File: config.mk
export PLATFORM = sky130hd
export DESIGN_NAME = hpc1_rnd_source
export DESIGN_NICKNAME = d
export VERILOG_FILES = /design/src/rtl/hpc1_rnd_pkg.sv /design/src/rtl/hpc1_rnd_source_lfsr32.sv /design/src/rtl/hpc1_rnd_source.sv
export SDC_FILE = /design/constraint.sdc
export NUM_CORES = 1
export LEC_CHECK = 0
export CAP_MARGIN = 20
export CORE_AREA = 2 2 95 70
export DETAILED_ROUTE_END_ITERATION = 7
export DIE_AREA = 0 0 97 72
export GPL_TIMING_DRIVEN = 1
export PLACE_DENSITY = 0.78
export RECOVER_POWER = 100
export SYNTH_ARGS = -nofsm -noshare
export SYNTH_HDL_FRONTEND = slang
export SYNTH_SLANG_ARGS = --single-unit
File: constraint.sdc
create_clock -name clk -period 7.6 [get_ports clk]
set_input_delay 2.28 -clock clk [delete_from_list [all_inputs] [get_ports clk]]
set_output_delay 2.28 -clock clk [all_outputs]
set_load 0.02 [all_outputs]
File: src/rtl/hpc1_rnd_pkg.sv
// hpc1_rnd_pkg: shared constants, FSM states and LFSR helpers for hpc1_rnd_source
package hpc1_rnd_pkg;
  localparam int LFSR_W = 32;
  localparam logic [LFSR_W-1:0] LFSR_MASK = 32'h8020_0003;
  localparam logic [LFSR_W-1:0] ZERO_SUB = 32'h0000_0001;
  typedef enum logic [1:0] {UNSEEDED, LOAD, WARM, RUN} state_t;
  function automatic int n_lfsr(input int nrnd);
    return (nrnd + LFSR_W - 1) / LFSR_W;
  endfunction
  // 32 right-shift Galois steps, so every advance yields an entirely new word
  function automatic logic [LFSR_W-1:0] lfsr_adv32(input logic [LFSR_W-1:0] s);
    logic [LFSR_W-1:0] r;
    r = s;
    for (int i = 0; i < LFSR_W; i++) r = {1'b0, r[LFSR_W-1:1]} ^ (r[0] ? LFSR_MASK : '0);
    return r;
  endfunction
endpackage

File: src/rtl/hpc1_rnd_source_lfsr32.sv
// hpc1_lfsr32: one 32-bit Galois LFSR with zero-substituted load and 32-step advance
module hpc1_lfsr32
  import hpc1_rnd_pkg::*;
(
  input  logic              clk,
  input  logic              rst_n,
  input  logic              load_i,
  input  logic              adv_i,
  input  logic [LFSR_W-1:0] seed_i,
  output logic [LFSR_W-1:0] q_o
);
  logic [LFSR_W-1:0] q_q, q_d;
  always_comb q_d = load_i ? (seed_i == '0 ? ZERO_SUB : seed_i) : adv_i ? lfsr_adv32(q_q) : q_q;
  always_ff @(posedge clk or negedge rst_n)
    if (!rst_n) q_q <= ZERO_SUB;
    else q_q <= q_d;
  assign q_o = q_q;
endmodule

File: src/rtl/hpc1_rnd_source.sv
// hpc1_rnd_source: seeded K x 32-bit LFSR randomness source feeding HPC1 gadgets.
// Optional health test (sticky rnd_fail) with macro RND_HEALTH_EN.
module hpc1_rnd_source
  import hpc1_rnd_pkg::*;
#(
  parameter int NRND   = 6,
  parameter int WARMUP = 16
) (
  input  logic            clk,
  input  logic            rst_n,
  input  logic [31:0]     seed_in,
  input  logic            seed_valid,
  output logic            seed_ready,
  input  logic            rnd_en,
  output logic [NRND-1:0] rnd,
`ifdef RND_HEALTH_EN
  output logic            rnd_fail,
`endif
  output logic            rnd_valid
);
  localparam int K  = n_lfsr(NRND);
  localparam int IW = K > 1 ? $clog2(K) : 1;
  localparam int CW = WARMUP > 1 ? $clog2(WARMUP) : 1;
  state_t state_q, state_d;
  logic [IW-1:0] idx_q, idx_d;
  logic [CW-1:0] cnt_q, cnt_d;
  logic valid_q, acc, acc_first, acc_last, consume, adv, fail, unused_hi;
  logic [K-1:0] ld;
  logic [K*LFSR_W-1:0] cat;
  assign acc = seed_valid && seed_ready;
  // a word accepted in UNSEEDED or RUN always restarts the load at LFSR0
  assign acc_first = acc && (state_q == UNSEEDED || state_q == RUN);
  assign acc_last = (acc_first && K == 1) || (acc && state_q == LOAD && idx_q == IW'(K - 1));
  assign consume = state_q == RUN && rnd_en && !acc && !fail;
  assign adv = state_q == WARM || consume;
  for (genvar i = 0; i < K; i++) begin : g_l
    assign ld[i] = acc_first ? (i == 0) : (acc && state_q == LOAD && idx_q == IW'(i));
    hpc1_lfsr32 u_l (
      .clk   (clk),
      .rst_n (rst_n),
      .load_i(ld[i]),
      .adv_i (adv),
      .seed_i(seed_in),
      .q_o   (cat[i*LFSR_W +: LFSR_W])
    );
  end
  assign unused_hi = ^cat;
  always_ff @(posedge clk or negedge rst_n)
    if (!rst_n) state_q <= UNSEEDED;
    else state_q <= state_d;
  always_comb state_d = acc_last ? (WARMUP == 0 ? RUN : WARM) : acc_first ? LOAD :
                        (state_q == WARM && cnt_q == CW'(WARMUP - 1)) ? RUN : state_q;
  always_comb seed_ready = state_q != WARM;
  always_comb begin
    cnt_d = state_q == WARM ? cnt_q + CW'(1) : '0;
    idx_d = acc_first ? IW'(1) : (acc && state_q == LOAD) ? idx_q + IW'(1) : idx_q;
  end
  always_ff @(posedge clk or negedge rst_n)
    if (!rst_n) begin
      cnt_q   <= '0;
      idx_q   <= '0;
      valid_q <= 1'b0;
    end else begin
      cnt_q   <= cnt_d;
      idx_q   <= idx_d;
      valid_q <= state_d == RUN;
    end
  assign rnd_valid = valid_q && !fail;
  assign rnd = rnd_valid ? cat[NRND-1:0] : '0;
`ifdef RND_HEALTH_EN
  logic fail_q, fail_d, dup;
  logic [K-1:0] zero;
  for (genvar i = 0; i < K; i++) begin : g_z
    assign zero[i] = cat[i*LFSR_W +: LFSR_W] == '0;
  end
  // repeats are only meaningful once the word is wide enough to make them rare
  if (NRND >= 8) begin : g_dup
    logic [NRND-1:0] prev_q;
    logic pv_q;
    always_ff @(posedge clk or negedge rst_n)
      if (!rst_n) begin
        prev_q <= '0;
        pv_q   <= 1'b0;
      end else if (acc_first) pv_q <= 1'b0;
      else if (consume) begin
        prev_q <= rnd;
        pv_q   <= 1'b1;
      end
    assign dup = consume && pv_q && rnd == prev_q;
  end else begin : g_nodup
    assign dup = 1'b0;
  end
  always_comb fail_d = acc_first ? 1'b0 : fail_q || (|zero) || dup;
  always_ff @(posedge clk or negedge rst_n)
    if (!rst_n) fail_q <= 1'b0;
    else fail_q <= fail_d;
  assign fail = fail_q;
  assign rnd_fail = fail_q;
`else
  assign fail = 1'b0;
`endif
endmodule

==> results.toml <==
[run_status]
outcome = "complete, but fails checks"
violations = "capacitance limit, slew limit"

[synth]
synth.area.top_cells = "dfrtp_1 30%, xnor2_1 17%, xor2_1 7.3%, nor2_1 6.3%, xor3_1 3.7%"
synth_commonest_cells = "64 x xnor2_1, 55 x nor2_1, 39 x dfrtp_1"
yosysTopAreaCellShare = 0.300
synth_edf_count = 0
ys_warn_count = 0
synth_compound_area_frac = 0.120
yosysMostFrequentCell = "xnor2_1"
synth_area_leader_cell = "dfrtp_1"
postSynthCellCount = 347
synth.ff_latch_count = 40
ys.flop_type = "dfrtp_1"
synth_fa_ha_area_frac = 0.0154
synth_xor_area_frac = 0.371
syn-cell-area_um2 = 3250
yosysUniqueCellTypes = 45
avgSynthCellArea_um2 = 9.37
synth-simple-area-share = 0.156
synth_top_family_by_area = "XOR/XNOR gates"
seq_area_frac_synth = 0.308
synthMuxAreaShare = 0.00923
synth-async-reset-ratio = 1.00
syn_nets = 387

[clock_network]
cts_resized = 0
cts_tree = "built"
cts_root_buf = "clkbuf_8"
cts_buffers = 5
cts.sinks = 40
path_clk_slew_ns = 0.09
htree_levels = 2
cts_buffer_depth = 2
cts_setup_buffers = 0
clock_latency_ns = 0.29
postCtsHoldBufs = 0

[timing]
tightest_slew_ns = 2.16
setup_viol = 0
report.final.hold_viol_count = 0
relSlewSlack = -0.443
max_freq_mhz = 192
fin_skew_ns = 0.0132
min_period_ns = 5.22
hold-worst-slack_ns = 0.479
rsz0062_at_grt = "no"
min_period_over_period = 0.687
tns_ns = 0
final_max_slew_viol_count = 41

[setup_path]
slowest_delay_ns = 0.92
crit_arrival_ns = 5.41
path_cells = "dlygate4sd3_1, nor2b_1, o21ai_0, clkbuf_1, nand2_1, o22a_1"
cp-end-kind = "register"
crit_type = "in -> reg"
path_max_fanout = 25
r2r-end = "g_l[0].u_l.q_o[20]"
r2r-start = "g_l[0].u_l.q_o[0]"
cpMaxStageDelayCell = "clkbuf_1"
r2r_cells = 9
cp_top_family = "buffers and inverters"
crit_required_ns = 7.79
path_buf_inv = 2
worst-r2r-setup-slack_ns = 3.84
setup.worst_path.start_class = "input pin"

[routing]
vias_per_cell = 5.81
routed_wl_mm = 8.50
drtIter0Drc = 222
drc = 0
vias = 2719
detail-route-antenna-nets = 0
wire_per_inst_um = 18.2
dr.pass1.iters = 5

[hold_path]
whs_endpoint = "cnt_q[0]"
hold_depth = 1
hold_path_class = "reg -> reg"
min-delay-start = "cnt_q[0]"

[final_layout]
area_delta_synth_final_pct = 17.7
nets = 429
design_area_um2 = 3830
nFillCells = 515
diodes = 0
drive_gt1_frac = 0.0436
regArea_um2 = 1000
multi_input_area_um2 = 2180

[global_routing]
gr-total-overflow = 0
grtUsageTotal = 0.253
antenna_found_initial = 0
grt_max_degree = 41
grt_pass1_vias = 2575
grt_first_pass_wirelength_mm = 13.8

[placed_design]
dpl_cell_area_um2 = 3750
numPortBuffers = 43
globalplace.congestion = 0.899
hpwl_mm = 6.35

[die]
fp.dieH_um = 72
die_w_um = 97
start_util = 0.539
ios = 44
core_um2 = 6040
rows = 24
dieArea_um2 = 6980

[flow_run]
maxCapViolCount = 1
[layout by cell type (no fill, tap or decap), drive strengths merged, types with 2 or more instances in the layout]
master,count
a21oi,19
a221oi,10
a31oi,4
and2,8
buf,2
clkbuf,11
clkdlybuf4s50,34
dfrtp,39
dlygate4sd3,8
ha,4
inv,3
mux2i,3
nand2,24
nand2b,2
nand3,5
nand4,3
nor2,55
nor2b,3
nor4,8
o211ai,3
o21a,2
o21ai,12
o22a,2
o22ai,3
xnor2,70
xnor3,5
xor2,29
xor3,6
[state kept, by name, indices dropped and copies added (netlist names)]
register     count
g_l.u_l.q_o     32
cnt_q            4
state_q          2
idx_q            1
rnd_valid        1
[layout make-up]
type / instances / area share
Timing Repair Buffer: 48 / 0.118
Clock buffer: 7 / 0.0199
Tap cell: 78 / 0.0255
Clock inverter: 1 / 0.00131
Multi-Input combinational cell: 291 / 0.571
Inverter: 3 / 0.00294
Sequential cell: 40 / 0.262
[routing by layer]
| layer | track usage | share of wire | vias to the layer above |
|---|---|---|---|
| met5 | 0 | 0 | - |
| met4 | 0.0501 | 0.013 | 0 |
| met3 | 0.0588 | 0.094 | 8 |
| met2 | 0.401 | 0.44 | 129 |
| met1 | 0.361 | 0.45 | 1311 |
| li1 | - | - | 1271 |
[metrics by stage]
| step | std cells | util | setup WS (ns) |
|---|---|---|---|
| 3_3_place_gp | 459 | 0.622 | 2.83 |
| 5_1_grt | 468 | 0.634 | 2.26 |
| 6_report | 468 | 0.634 | 2.38 |
| 2_1_floorplan | 347 | - | 4.03 |
| 3_5_place_dp | 459 | 0.622 | 2.69 |
| 4_1_cts | 467 | 0.635 | 2.99 |
[cell families after synthesis]
family / Yosys count
buffers and inverters: 16
muxes: 3
AOI/OAI and AO/OA: 61
xor gates and xnor gates: 110
DFF: 40
adders and majority gates: 4
and+or+nand+nor: 113
[how the worst max path moves through the flow]
stage	startpoint	endpoint	depth (start not counted)
floorplan	seed_valid	g_l[0].u_l.q_o[27]	6
global placement	seed_valid	g_l[0].u_l.q_o[16]	8
detailed placement	seed_valid	g_l[0].u_l.q_o[16]	8
CTS	seed_valid	g_l[0].u_l.q_o[16]	8
global route	seed_valid	g_l[0].u_l.q_o[28]	7
finish	seed_valid	g_l[0].u_l.q_o[1]	6
Power is not shown: default switching activity piles up to over one toggle a cycle in this logic, so the estimate is an artifact.
